--- config.mk ---
export PLATFORM = sky130hd
export DESIGN_NAME = tensor_core_operand_loader
export DESIGN_NICKNAME = d
export VERILOG_FILES = /design/src/rtl/tensor_core_pkg.sv /design/src/rtl/tensor_core_operand_stage.sv /design/src/rtl/tensor_core_operand_loader.sv
export SDC_FILE = /design/constraint.sdc
export NUM_CORES = 1
export LEC_CHECK = 0
export BUFFER_PORTS_ARGS = -buffer_cell sky130_fd_sc_hd__buf_4
export CAP_MARGIN = 20
export CORE_MARGIN = 8
export CORE_UTILIZATION = 40
export CTS_BUF_LIST = sky130_fd_sc_hd__clkbuf_16
export CTS_CLUSTER_DIAMETER = 80
export DETAILED_ROUTE_END_ITERATION = 16
export GPL_TIMING_DRIVEN = 0
export PLACE_DENSITY = 0.58
export SLEW_MARGIN = 5
export SYNTH_ARGS = -nofsm -noshare
export SYNTH_HDL_FRONTEND = slang
export SYNTH_SLANG_ARGS = --single-unit
export TNS_END_PERCENT = 10
--- constraint.sdc ---
create_clock -name tensor_core_clock -period 5.25 [get_ports tensor_core_clock]
set_input_delay 0.7875 -clock tensor_core_clock [delete_from_list [all_inputs] [get_ports tensor_core_clock]]
set_output_delay 0.7875 -clock tensor_core_clock [all_outputs]
set_load 0.01 [all_outputs]
--- src/rtl/tensor_core_pkg.sv ---
// Shared types for the tensor core operand loader: operand/matrix types, op codes and loader states.
package tensor_core_pkg;

  localparam int unsigned DATA_WIDTH = 8;
  localparam int unsigned MAT_ELEMS  = 9;
  localparam int unsigned SET_ELEMS  = 2 * MAT_ELEMS;

  typedef logic signed [DATA_WIDTH-1:0] elem_t;
  typedef elem_t [2:0][2:0] matrix3_t;

  typedef enum logic [2:0] {
    OP_MATMUL = 3'b000,
    OP_ADD    = 3'b001,
    OP_RELU   = 3'b010
  } op_e;

  typedef enum logic [2:0] {
    ST_IDLE,
    ST_COMMIT,
    ST_START,
    ST_COMPUTE,
    ST_DONE
  } loader_state_e;

endpackage

--- src/rtl/tensor_core_operand_stage.sv ---
// Staging buffer: assembles 18 streamed operands (A then B, row-major) and the set's op code.
module tensor_core_operand_stage
  import tensor_core_pkg::*;
(
  input  logic       tensor_core_clock,
  input  logic       reset_n_in,
  input  logic       in_valid,
  input  elem_t      in_data,
  input  logic [2:0] in_op,
  input  logic       clear,
  output logic       in_ready,
  output logic       full,
  output matrix3_t   stage_a,
  output matrix3_t   stage_b,
  output logic [2:0] stage_op
);

  logic [4:0] stage_count;
  logic [4:0] base_idx;
  logic       ready_en;
  logic       accept;

  // ready_en keeps in_ready low during the reset cycle itself
  assign in_ready = ready_en && (stage_count < 5'(SET_ELEMS));
  assign full     = (stage_count == 5'(SET_ELEMS));
  assign accept   = in_valid && in_ready;
  // clear wins over the running count, so an element taken on the commit edge lands at index 0
  assign base_idx = clear ? '0 : stage_count;

  always_ff @(posedge tensor_core_clock or negedge reset_n_in) begin
    if (!reset_n_in) begin
      ready_en    <= 1'b0;
      stage_count <= '0;
      stage_a     <= '0;
      stage_b     <= '0;
      stage_op    <= '0;
    end else begin
      ready_en    <= 1'b1;
      stage_count <= base_idx + 5'(accept);
      if (accept) begin
        if (base_idx == '0) stage_op <= in_op;
        for (int unsigned r = 0; r < 3; r++) begin
          for (int unsigned c = 0; c < 3; c++) begin
            if (base_idx == 5'(r * 3 + c))
              stage_a[2'(r)][2'(c)] <= in_data;
            if (base_idx == 5'(MAT_ELEMS + r * 3 + c))
              stage_b[2'(r)][2'(c)] <= in_data;
          end
        end
      end
    end
  end

endmodule

--- src/rtl/tensor_core_operand_loader.sv ---
// Operand loader for small_tensor_core: double-buffered staging, committed operand registers and
// the clear/start/compute/result sequencing of the core.
module tensor_core_operand_loader #(
  parameter int unsigned DATA_WIDTH     = 8,
  parameter int unsigned COMPUTE_CYCLES = 9
) (
  input  logic                          tensor_core_clock,
  input  logic                          reset_n_in,
  input  logic                          in_valid,
  output logic                          in_ready,
  input  logic signed [DATA_WIDTH-1:0]  in_data,
  input  logic [2:0]                    in_op,
  output tensor_core_pkg::matrix3_t     tensor_core_input1,
  output tensor_core_pkg::matrix3_t     tensor_core_input2,
  output logic [2:0]                    matrix_operation_select,
  output logic                          tensor_core_register_file_write_enable,
  output logic                          should_start_tensor_core,
  output logic                          busy,
  output logic                          result_valid
);

  import tensor_core_pkg::*;

  loader_state_e state;
  logic [3:0]    compute_count;
  logic          stage_full;
  logic          commit;
  matrix3_t      stage_a;
  matrix3_t      stage_b;
  logic [2:0]    stage_op;

  assign commit = (state == ST_IDLE) && stage_full;

  tensor_core_operand_stage u_stage (
    .tensor_core_clock (tensor_core_clock),
    .reset_n_in        (reset_n_in),
    .in_valid          (in_valid),
    .in_data           (elem_t'(in_data)),
    .in_op             (in_op),
    .clear             (commit),
    .in_ready          (in_ready),
    .full              (stage_full),
    .stage_a           (stage_a),
    .stage_b           (stage_b),
    .stage_op          (stage_op)
  );

  // Pulses are registered on the edge entering their state, so each lasts exactly that state's cycle.
  always_ff @(posedge tensor_core_clock or negedge reset_n_in) begin
    if (!reset_n_in) begin
      state                                  <= ST_IDLE;
      compute_count                          <= '0;
      tensor_core_input1                     <= '0;
      tensor_core_input2                     <= '0;
      matrix_operation_select                <= '0;
      tensor_core_register_file_write_enable <= 1'b0;
      should_start_tensor_core               <= 1'b0;
      busy                                   <= 1'b0;
      result_valid                           <= 1'b0;
    end else begin
      case (state)
        ST_IDLE: begin
          if (commit) begin
            tensor_core_input1                     <= stage_a;
            tensor_core_input2                     <= stage_b;
            matrix_operation_select                <= stage_op;
            tensor_core_register_file_write_enable <= 1'b1;
            busy                                   <= 1'b1;
            state                                  <= ST_COMMIT;
          end
        end
        ST_COMMIT: begin
          tensor_core_register_file_write_enable <= 1'b0;
          should_start_tensor_core               <= 1'b1;
          state                                  <= ST_START;
        end
        ST_START: begin
          should_start_tensor_core <= 1'b0;
          compute_count            <= '0;
          state                    <= ST_COMPUTE;
        end
        ST_COMPUTE: begin
          if (compute_count == 4'(COMPUTE_CYCLES - 1)) begin
            result_valid <= 1'b1;
            state        <= ST_DONE;
          end else begin
            compute_count <= compute_count + 4'd1;
          end
        end
        ST_DONE: begin
          result_valid <= 1'b0;
          busy         <= 1'b0;
          state        <= ST_IDLE;
        end
        default: state <= ST_IDLE;
      endcase
    end
  end

endmodule

Word level (Yosys, flattened, before mapping)
Index checks and enable logic that the tools add are counted.
{ "word_totals": {"inputBits": 14, "regBits": 311, "out_inout_bits": 152} }
{ "classes": {"n_mux": 12, "n_eq_ne": 26, "order_cmp": 1, "reduce_logical": 34, "add_sub_neg": 2} }
{ "op_table": {"columns": ["cell", "count"], "rows": [
  ["AND reduction 2 bit", 24],
  ["equality test 5 x 4 -> 1 bit (second input constant)", 8],
  ["equality test 5 x 3 -> 1 bit (second input constant)", 4],
  ["equality test 5 bit (second input constant)", 3],
  ["case mux 3 bit (4 select lines)", 1],
  ["equality test 5 x 2 -> 1 bit (second input constant)", 2],
  ["nonzero test 2 bit", 5],
  ["case mux 1 bit (2 select lines)", 4],
  ["case mux 4 bit (2 select lines)", 1],
  ["equality test 3 x 2 -> 1 bit (second input constant)", 2],
  ["two-way mux 3 bit", 2],
  ["adder 5 x 1 -> 5 bit", 1],
  ["equality test 5 x 1 -> 1 bit (second input constant)", 1],
  ["logical NOT 5 bit", 1],
  ["< comparator 5 bit (second input constant)", 1],
  ["two-way mux 5 bit", 1],
  ["adder 4 x 1 -> 4 bit (second input constant)", 1],
  ["equality test 4 bit (second input constant)", 1],
  ["two-way mux 4 bit", 1],
  ["!= test 2 bit (second input constant)", 2],
  ["equality test 3 x 1 -> 1 bit (second input constant)", 1],
  ["equality test 3 bit (second input constant)", 1],
  ["logical AND 1 bit", 3],
  ["logical NOT 3 bit", 1],
  ["other kinds (2)", 3]
]} }

Longest topological paths before layout
Gate-level depths: netlist of the first run.
{ "logic_depth": {"ltp_word": 5, "depth_mapped": 9, "mapped_depth_nobuf": 6} }

Hierarchy
Synthesis of the first run repeated with hierarchy kept, for this count alone.
{ "hier_totals": {"hier_cells": 731, "hier_area_um2": 12119.1} }
{ "modules_own_cells": {"columns": ["mod", "area_per_inst_um2", "instances", "seq_area_each_um2", "cells_each"], "rows": [
  ["tensor_core_operand_stage", 6128.4, 1, 3828.7, 369],
  ["tensor_core_operand_loader", 5990.7, 1, 3953.8, 362]
]} }

Least setup slack after synthesis of the first run
OpenSTA, ideal clock, no wires.
{ "synth_timing": {"path_kind": "input port to flip-flop", "start": "input in_valid", "end": "register, netlist name u_stage.stage_a[40]", "t_required_ns": 5.125, "path_stages": 4, "n_path_buf": 1, "slack_ns": 3.223, "arrival_time_ns": 1.902, "setup_time_ns": 0.125, "path_cell_list": "nand3b_1 -> buf_2 -> nor3_2 -> mux2_2"} }
{ "synth_via": {"elab_chain_cells": 2} }
{ "synth_lines": {"columns": ["item", "line_no", "rtl"], "rows": [
  ["start, declared", "tensor_core_operand_loader.sv:9", "input logic in_valid,"],
  ["logical AND 1 bit", "tensor_core_operand_stage.sv:26", "assign accept = in_valid && in_ready;"],
  ["AND reduction 2 bit (no line)", null, null]
]} }
No other way between the ends.
A chain may end at the register's enable or synchronous reset.

Final worst setup path of the first run
{ "layout_timing": {"start": "register u_stage.stage_count[2]", "end": "output in_ready"} }
{ "layout_via": {"elab_chain_cells": 2} }
{ "layout_lines": {"columns": ["item", "line_no", "rtl"], "rows": [
  ["start, declared", "tensor_core_operand_stage.sv:18", "logic [4:0] stage_count;"],
  ["start signal, assigned", "tensor_core_operand_stage.sv:39", "stage_count <= base_idx + 5'(accept);"],
  ["< comparator 5 bit", "tensor_core_operand_stage.sv:24", "assign in_ready = ready_en && (stage_count < 5'(SET_ELEMS));"],
  ["logical AND 1 bit", "tensor_core_operand_stage.sv:24", null],
  ["end, declared", "tensor_core_operand_loader.sv:10", "output logic in_ready,"]
]} }
No other way between the ends.

==> results of run 1 <==
[logic make-up after synthesis]
| group | Yosys count |
|---|---|
| adder cells (fa/ha/maj) | 4 |
| flip-flops | 311 |
| buffers and inverters | 42 |
| AND/OR/NAND/NOR | 54 |
| multiplexers | 294 |
| XOR/XNOR | 3 |
| AO/OA/AOI/OAI | 18 |
| other | 1 |
[state kept, by name (all words and copies together), names as in the netlist, 3 cells and up]
register / cells
u_stage.stage_count: 5
u_stage.stage_b: 72
compute_count: 4
tensor_core_input2: 72
u_stage.stage_a: 72
u_stage.stage_op: 3
tensor_core_input1: 72
state: 3
matrix_operation_select: 3
[cells in the final DEF (no fill, tap or decap), drive strengths merged, types with 2 or more instances in the layout]
cell / n
and3: 2
o21ai: 4
nand3: 6
nand2: 6
inv: 11
a21oi: 5
or4: 3
and3b: 2
ha: 4
xor2: 2
and2: 2
nor2: 6
nor3: 10
mux2: 294
dfrtp: 311
a41o: 2
nand2b: 5
nor2b: 3
clkinv: 12
nor4: 2
buf: 191
diode: 4
nand4: 3
clkbuf: 48
bufinv: 4
a31oi: 2
[final cells by class]
cell class                 count  area [um^2]
clock buffer                  37          926
tap                          390          488
buffer                        35          206
inverter                       7         26.3
sequential                   311         7780
fill                        2581        14700
antenna                        4         10.0
timing repair buffer         167         1300
clock inverter                21          190
multi-input combinational    374         3890
[routing by layer]
layer | GRT usage [%] | vias to the layer above | routed length (um)
met4 | 3.94 | 0 | 484
met2 | 24.0 | 119 | 12800
met3 | 3.36 | 44 | 1100
met1 | 20.4 | 3471 | 12200
met5 | 0 | - | 0
li1 | - | 3005 | -
[worst max path at each step]
stage,startpoint,end,slack (ps)
floorplan,in_valid,u_stage.stage_a[40]$_DFFE_PN0P_,3220
global placement,reset_n_in,tensor_core_input1[12]$_DFFE_PN0P_,480
detailed placement,in_valid,u_stage.stage_a[55]$_DFFE_PN0P_,2700
CTS,u_stage.stage_count[2]$_DFF_PN0_,in_ready,2720
global route,u_stage.stage_count[2]$_DFF_PN0_,in_ready,2660
finish,u_stage.stage_count[2]$_DFF_PN0_,in_ready,2750
[critical path: stages (launching register included)]
cell and delay [ps]:
dfrtp_1 400, buf_4 190, o31ai_1 270, and2_1 210, buf_4 140
[where the power goes]
part	total (uW)	switching, uW	internal (uW)
logic	990	448	541
clock network	2360	908	1460
registers	3130	254	2880
total	6490	1610	4880
[per-stage QoR]
| stage | total power (uW) | instance area [um^2] | utilization, % |
|---|---|---|---|
| 3_5_place_dp | 4180 | 13700 | 46.5 |
| 5_1_grt | 6840 | 14800 | 50.3 |
| 6_report | 6490 | 14800 | 50.3 |
| 2_1_floorplan | 3800 | 11900 | - |
| 4_1_cts | 6590 | 14800 | 50.3 |
| 3_3_place_gp | 4150 | 13600 | 46.3 |
==> out/metrics.cfg, run 1 <==
[synthesis]
syn-num-nets=745
yosys.area_share.simple_pct=3.24
synth_fa_ha_area_share_pct=0.420
synth_most_common_cell=dfrtp_1
synth_top_area_share_pct=65.3
synth_commonest_cells=dfrtp_1, mux2_2, mux2_1
synth.area.top_cells=dfrtp_1, mux2_2, mux2_1, buf_4, nor3_2
synth-edff-count=0
synth_area_leader_cell=dfrtp_1
synthArstFlopShare_pct=100
yosysUniqueCellTypes=41
avgSynthCellArea_um2=16.4
synth_compound_area_share_pct=0.988
syn_inst=727
ys_seq_area_share_pct=65.3
synth_top_family_by_area=multiplexers
yosys_warnings=0
synth-seq-cells=311
synth_xor_xnor_area_share_pct=0.221
synth_mux_area_share_pct=27.8
netlist_area_um2=11900
yosys_most_used_dff=dfrtp_1

[setup_path]
cp_max_fo=10
start_kind=flip-flop
cp.arrival_ps=1710
r2r-start=u_stage.stage_count[0]$_DFF_PN0_
crit_required_ps=4460
critical_path_class=reg2out
r2r_end=u_stage.stage_count[4]$_DFF_PN0_
end_kind=output port
r2r_slack_ps=2890
rr_worst_depth=8

[cells_and_area]
nNetsFinal=948
area_growth_pct=24.5
final_cells=1346
final_layout_size_suffix_gt1_share_pct=44.2

[sta]
whs_ps=331
fmax_mhz=400
rsz0062_at_grt=false
finalHoldViolCount=0
maxSlewHeadroom_pct=33.8
finalClockSkew_ps=9.27
layout_setup_ws_ps=2750
period_share_pct=47.6
worstMarginPinSlew_ps=992
final.setup.tns_ps=0
final-max-slew-violation-count=0
finalSetupViolCount=0
min_period_ps=2500

[global_route]
grt_antenna_before_repair=0
grt_pass1_vias=6961
grt_usage_pct=15.0
grt_max_degree=115
grt_pass1_wl_um=42100
grt.overflow.total=0

[routing]
vias=6639
drcViolationCount=0
drtIter0Drc=297
post_drt_wl_per_cell_um=19.7
drtAntennaViolNets=0
drt-total-wl_um=26600
drtPass1Iterations=4
vias_per_cell=4.93

[power_and_ir_drop]
power.density_nw_per_um2=438
peakVddDrop_mv=0.197
leakage_uw=0.00777

[clock_tree]
cts_resized=0
cts-root-buf=clkbuf_16
postCtsSetupRepairBufs=0
htree_levels=2
clkLatencyLatePin_ps=500
cts_buffer_depth=3
cts.sinks=311
clk_pin_slew_ps=60
ctsHoldBuffers=0
cts_buffers=34
cts_tree=built

[floorplan]
rows=63
die-area_um2=35500
die_x_um=189
coreArea_um2=29500
num_io_pins=166
initial_core_util_pct=40.4
fp.dieH_um=189

[hold_path]
min_path_type=in2async

[placed_design]
place_inst=1284
dp_worst_setup_slack_ps=2700
gp_congestion=0.743
portBuffers=165
place_hpwl_um=17900

[flow_run]
cap_violations=0

[status]
status=finished, final reports clean

Power figures use the tool's default switching activity.
==> run 2: changes to the inputs <==
==> constraint.sdc (replaced) <==
create_clock -name tensor_core_clock -period 2.5 [get_ports tensor_core_clock]
set_input_delay 0.375 -clock tensor_core_clock [delete_from_list [all_inputs] [get_ports tensor_core_clock]]
set_output_delay 0.375 -clock tensor_core_clock [all_outputs]
set_load 0.01 [all_outputs]
==> out/metrics.cfg, run 2 (same netlist as run 1, synthesis figures left out) <==
[status]
status=finished, final reports clean

[placed_design]
place_inst=1284  ; unchanged
portBuffers=165  ; unchanged
dpl-instance-area_um2=13700  ; unchanged
gp_congestion=0.743  ; unchanged
place_hpwl_um=17900  ; unchanged

[sta]
min_period_ps=2230
finalClockSkew_ps=9.19  ; -0.0880 ps
fmax_mhz=449
worstMarginPinSlew_ps=1000  ; +11.4 ps
rsz0062_at_grt=false
maxSlewHeadroom_pct=33.1  ; -0.76 points
period_share_pct=89.0
finalSetupViolCount=0  ; unchanged
whs_ps=110  ; -222 ps
final-max-slew-violation-count=0  ; unchanged
finalHoldViolCount=0  ; unchanged

[cells_and_area]
multiInputGateArea_um2=3900  ; about the same
area_growth_pct=24.6  ; about the same
register_area_um2=7780  ; unchanged
final_layout_size_suffix_gt1_share_pct=44.3  ; +0.059 points
final_area_um2=14800  ; about the same
fillers=2583  ; +0.077%
final_cells=1347  ; +0.074%
nNetsFinal=949  ; +0.11%
final_cell_mix=dfrtp_1, buf_4, mux2_2, mux2_1, clkbuf_16
layout_commonest_cell=dfrtp_1

[global_route]
grt_usage_pct=15.0  ; unchanged
grt_pass1_vias=6961  ; unchanged
grt.overflow.total=0  ; unchanged
grt_pass1_wl_um=42100  ; unchanged
grt_max_degree=115  ; unchanged
grt_antenna_before_repair=0  ; unchanged

[power_and_ir_drop]
internal_power_uw=10200  ; +110%
switchingPower_uw=3380  ; +110%
peakVddDrop_mv=0.413  ; +110%
power.density_nw_per_um2=919  ; +110%
sequentialPowerShare_pct=48.3  ; about the same
p_comb_share_pct=15.3  ; about the same
leakage_uw=0.00777  ; about the same
p_sw_share_pct=24.8  ; about the same
p_clk_share_pct=36.4  ; about the same

[clock_tree]
postCtsSetupRepairBufs=0  ; unchanged
cts_buffer_depth=3  ; unchanged
clkLatencyLatePin_ps=500  ; about the same
cts-root-buf=clkbuf_16
clk_pin_slew_ps=60  ; about the same
cts_tree=built
htree_levels=2  ; unchanged
cts_buffers=34  ; unchanged
cts.sinks=311  ; unchanged

[flow_run]
cap_violations=0  ; unchanged

[floorplan]
die-area_um2=35500  ; unchanged
fp.dieH_um=189  ; unchanged
initial_core_util_pct=40.4  ; unchanged
rows=63  ; unchanged
die_x_um=189  ; unchanged
coreArea_um2=29500  ; unchanged
num_io_pins=166  ; unchanged

[setup_path]
critical_path_class=reg2reg
crit_required_ps=2920  ; -1540 ps
cp.arrival_ps=2650  ; +940 ps
cp_max_fo=10  ; unchanged
end_kind=flip-flop
start_kind=flip-flop

[routing]
drtAntennaViolNets=0  ; unchanged
drtIter0Drc=307  ; +3.4%
vias_per_cell=4.93  ; about the same
vias=6638  ; -0.015%
post_drt_wl_per_cell_um=19.7  ; about the same
drt-total-wl_um=26600  ; about the same
drtPass1Iterations=4  ; unchanged
drcViolationCount=0  ; unchanged

[hold_path]
min_path_type=in2reg

==> run 2: changes by cell type in the layout (fill, tap and decap cells not counted), sizes merged <==
cell         delta
dlygate4sd3     +1
==> run 2: area by class of cell <==
class                      instances  share of cell area (%)
inverter                           7                   0.177
timing repair buffer             168                    8.84
clock buffer                      37                    6.24
buffer                            35                    1.39
tap                              390                    3.29
clock inverter                    21                    1.28
multi-input combinational        374                    26.3
sequential                       311                    52.5
antenna                            4                  0.0675
==> run 2: power by group through the flow <==
stage | registers, uW | logic (uW) | clock network (uW)
after floorplan | 6550 | 1420 | 0
after global placement | 6650 | 2050 | 0
after detailed placement | 6680 | 2110 | 0
after CTS | 6590 | 2120 | 5140
after global routing | 6720 | 2290 | 5350
final | 6580 | 2080 | 4970
==> run 2: worst paths after layout <==
kind	slack, ps	end	start	cells past startpoint
max in group asynchronous	940	u_stage.stage_a[18]$_DFFE_PN0P_	reset_n_in	3
min in group asynchronous	510	tensor_core_input2[19]$_DFFE_PN0P_	reset_n_in	2
max	270	u_stage.stage_count[4]$_DFF_PN0_	u_stage.stage_count[3]$_DFF_PN0_	9
min	110	u_stage.stage_op[0]$_DFFE_PN0P_	in_op[0]	2
max reg2reg	270	u_stage.stage_count[4]$_DFF_PN0_	u_stage.stage_count[3]$_DFF_PN0_	9
min reg2reg	480	tensor_core_input2[23]$_DFFE_PN0P_	u_stage.stage_b[23]$_DFFE_PN0P_	1
==> run 2: what timing repair did <==
item,4_1_cts,5_1_grt
gates resized for setup,0,1
hold buffers,1,0
endpoints found under the setup margin,0,1
hold endpoints to repair,98,0
==> run 2: through the flow <==
step | power (uW) | setup TNS, ps | setup WS, ps | util [%]
floorplan | 7970 | 0 | 582 | -
global placement | 8710 | -566670 | -1850 | 46.3
detailed placement | 8790 | 0 | 126 | 46.5
CTS | 13800 | 0 | 101 | 50.3
global route | 14400 | 0 | 150 | 50.3
finish | 13600 | 0 | 274 | 50.3
==> run 2: critical path: stages, from the launching register on <==
cell,delay [ps]
dfrtp_1,370
buf_6,150
nor3b_4,320
nand4_1,230
buf_4,260
buf_4,200
and2_1,170
ha_1,220
nand3_1,100
xor2_1,130
==> run 2: per-layer routing <==
| metal | share of wire [%] | global-route usage [%] | wire (um) |
|---|---|---|---|
| met3 | 4.2 | 3.36 | 1120 |
| met4 | 1.8 | 3.94 | 484 |
| met5 | 0 | 0 | 0 |
| met2 | 48 | 24.0 | 12800 |
| met1 | 46 | 20.4 | 12200 |
==> run 3: changes to the inputs <==
--- a/config.mk
+++ b/config.mk
@@ -5,6 +5,7 @@
 export SDC_FILE = /design/constraint.sdc
 export NUM_CORES = 1
 export LEC_CHECK = 0
+export ABC_AREA = 1
 export BUFFER_PORTS_ARGS = -buffer_cell sky130_fd_sc_hd__buf_4
 export CAP_MARGIN = 20
 export CORE_MARGIN = 8
==> out/metrics.cfg, run 3 <==
[floorplan]
coreArea_um2=30400  ; +3.2%
initial_core_util_pct=40.3  ; -0.046 points
die_x_um=191  ; +1.4%
num_io_pins=166  ; unchanged
die-area_um2=36600  ; +2.8%
fp.dieH_um=191  ; +1.4%
rows=64  ; +1.6%

[clock_tree]
htree_levels=2  ; unchanged
cts-root-buf=clkbuf_16
cts_buffers=35  ; +2.9%
postCtsSetupRepairBufs=0  ; unchanged
cts_tree=built
clkLatencyLatePin_ps=510  ; about the same
cts_buffer_depth=3  ; unchanged
cts.sinks=311  ; unchanged
clk_pin_slew_ps=60  ; about the same

[setup_path]
r2r-start=u_stage.stage_count[3]$_DFF_PN0_
end_kind=flip-flop
rr_worst_depth=10  ; +1
crit_required_ps=2880  ; -40 ps
r2r_slack_ps=240  ; -30 ps
cp_slowest_cell=dfrtp_1
crit_family=buffers and inverters
cp_max_fo=10  ; unchanged
max_stage_delay_ps=350  ; -20 ps
cp_cell_sequence=buf_4 > nor2_8 > inv_2 > nor2_1 > nand2_2 > buf_2 > buf_2 > clkbuf_1 > nand2_1 > nand2_1
cp.arrival_ps=2640  ; about the same
critical_path_class=reg2reg
start_kind=flip-flop
r2r_end=tensor_core_input2[33]$_DFFE_PN0P_
path_buf_inv=5  ; +2

[synthesis]
synth_top_area_share_pct=63.4  ; -2.0 points
syn_inst=1289  ; +77%
yosys_warnings=0  ; unchanged
synth.area.top_cells=dfrtp_1, nand2_1, o21ai_1, o21ai_0, inv_1
synth_most_common_cell=nand2_1
syn-num-nets=1307  ; +75%
synth_commonest_cells=nand2_1, dfrtp_1, o21ai_1
yosys_most_used_dff=dfrtp_1
yosysUniqueCellTypes=33  ; -20%
synth_area_leader_cell=dfrtp_1
synth-seq-cells=311  ; unchanged
avgSynthCellArea_um2=9.53  ; -42%
ys_seq_area_share_pct=63.4  ; -2.0 points
synthArstFlopShare_pct=100  ; unchanged
netlist_area_um2=12300  ; +3.1%
synth-edff-count=0  ; unchanged

[cells_and_area]
area_growth_pct=22.9
final_layout_size_suffix_gt1_share_pct=18.2  ; -26 points
antenna_cells=0  ; -4
layout_commonest_cell=nand2_1
final_area_um2=15100  ; +1.7%
final_util_pct=49.6  ; -0.73 points
nNetsFinal=1504  ; +58%
fillers=2887  ; +12%
final_cell_mix=nand2_1, dfrtp_1, buf_4, o21ai_1, inv_1

[flow_run]
cap_violations=0  ; unchanged

[routing]
drt-total-wl_um=32300  ; +22%
drcViolationCount=0  ; unchanged
vias_per_cell=4.77  ; -3.2%
drtAntennaViolNets=0  ; unchanged
drtIter0Drc=666  ; +120%
post_drt_wl_per_cell_um=17.0  ; -14%
vias=9079  ; +37%
drtPass1Iterations=6  ; +2

[sta]
finalHoldViolCount=0  ; unchanged
final.setup.tns_ps=0  ; unchanged
rsz0062_at_grt=false
finalSetupViolCount=0  ; unchanged
finalClockSkew_ps=17.8  ; +8.62 ps
final-max-slew-violation-count=0  ; unchanged
period_share_pct=90.3  ; +1.3 points
fmax_mhz=443  ; -1.4%
min_period_ps=2260  ; +32.6 ps
maxSlewHeadroom_pct=43.2  ; +10 points
whs_ps=63.5  ; -46.3 ps
worstMarginPinSlew_ps=852  ; -151 ps

[global_route]
grt_max_degree=118  ; +2.6%
grt_pass1_vias=9166  ; +32%
grt_pass1_wl_um=51800  ; +23%
grt.overflow.total=0  ; unchanged
grt_antenna_before_repair=1  ; +1
grt_usage_pct=17.7  ; +2.7 points

[power_and_ir_drop]
peakVddDrop_mv=0.516  ; +25%
leakage_uw=0.00790  ; +1.6%
power.density_nw_per_um2=1140  ; +24%

[hold_path]
min_path_type=in2reg
worstHoldEndpoint=u_stage.stage_op[2]$_DFFE_PN0P_
hold_path.startpoint=in_op[2]
whs_path_depth=3  ; +1

[status]
status=finished, final reports clean

[placed_design]
gp_congestion=0.788  ; +6.0%
place_hpwl_um=22000  ; +23%
portBuffers=157  ; -4.8%
dpl-instance-area_um2=14000  ; +2.3%

-- run 3: cell count changes after synthesis, sizes merged, moves of 5 or more --
| cell | change |
|---|---|
| nand2 | +557 |
| inv | +74 |
| o21bai | +35 |
| o21ai | +166 |
| mux2 | -294 |
| nor2 | +15 |
| nand3 | +5 |
| buf | +13 |
| nand4 | +8 |
| nand2b | -5 |
| nor3 | -7 |
| clkbuf | +20 |
-- run 3: area by class of cell --
class                      count  area, um^2  share of cell area (%)
sequential                   311        7780                    51.6
multi-input combinational    828        3840                    25.4
timing repair buffer         160        1250                    8.29
clock buffer                  36         901                    5.97
tap                          396         495                    3.28
buffer                        68         353                    2.34
inverter                      82         308                    2.04
clock inverter                23         164                    1.09
-- run 3: logic make-up after synthesis --
family                   share of synthesized area [%]
flip-flops                                        63.4
XOR/XNOR                                         0.214
AND/OR/NAND/NOR                                   21.2
adder cells (fa/ha/maj)                          0.408
buffers and inverters                             5.37
other                                           0.0305
AO/OA/AOI/OAI                                     9.34
-- run 3: power breakdown --
part / switching (uW) / internal [uW] / total [uW]
sequential: 981 / 6750 / 7730
clock: 1980 / 2810 / 4790
combinational: 2630 / 2020 / 4650
total: 5590 / 11600 / 17200
-- run 3: how the worst max path moves through the flow --
stage | from | end | slack, ps | depth (start not counted)
detailed placement | u_stage.stage_count[2]$_DFF_PN0_ | tensor_core_input2[54]$_DFFE_PN0P_ | 160 | 10
global placement | reset_n_in | tensor_core_input1[18]$_DFFE_PN0P_ | -1830 | 1
finish | u_stage.stage_count[3]$_DFF_PN0_ | tensor_core_input2[33]$_DFFE_PN0P_ | 240 | 10
floorplan | u_stage.stage_count[2]$_DFF_PN0_ | u_stage.stage_count[4]$_DFF_PN0_ | 580 | 11
CTS | u_stage.stage_count[3]$_DFF_PN0_ | tensor_core_input2[33]$_DFFE_PN0P_ | 140 | 10
global route | u_stage.stage_count[3]$_DFF_PN0_ | tensor_core_input1[10]$_DFFE_PN0P_ | 7 | 10
-- run 3: through the flow --
step | total power (uW) | cells | setup WS (ps)
floorplan | 10300 | 1289 | 583
global placement | 12400 | 1842 | -1830
detailed placement | 12500 | 1844 | 161
CTS | 17400 | 1904 | 139
global route | 18300 | 1904 | 6.80
finish | 17200 | 1904 | 241
-- run 3: routing by layer --
layer  track usage (%)  part of all wire [%]  up-vias
met5                 0                 0.040        -
met4              3.35                   1.3        2
met3              3.72                   5.6       35
met2              28.1                    46      207
met1              25.0                    47     4400
li1                  -                     -     4435
-- run 3: worst reg2reg max path: stages, from the launching register on --
cell and delay, ps:
dfrtp_1 350, buf_4 170, nor2_8 190, inv_2 40, nor2_1 230, nand2_2 170, buf_2 250, buf_2 260
clkbuf_1 290, nand2_1 130, nand2_1 60
-- run 3: what timing repair did --
item	4_1_cts	5_1_grt
hold buffers	1	0
gates resized for setup	0	2
endpoints found under the hold margin	85	0
setup endpoints to repair	0	2
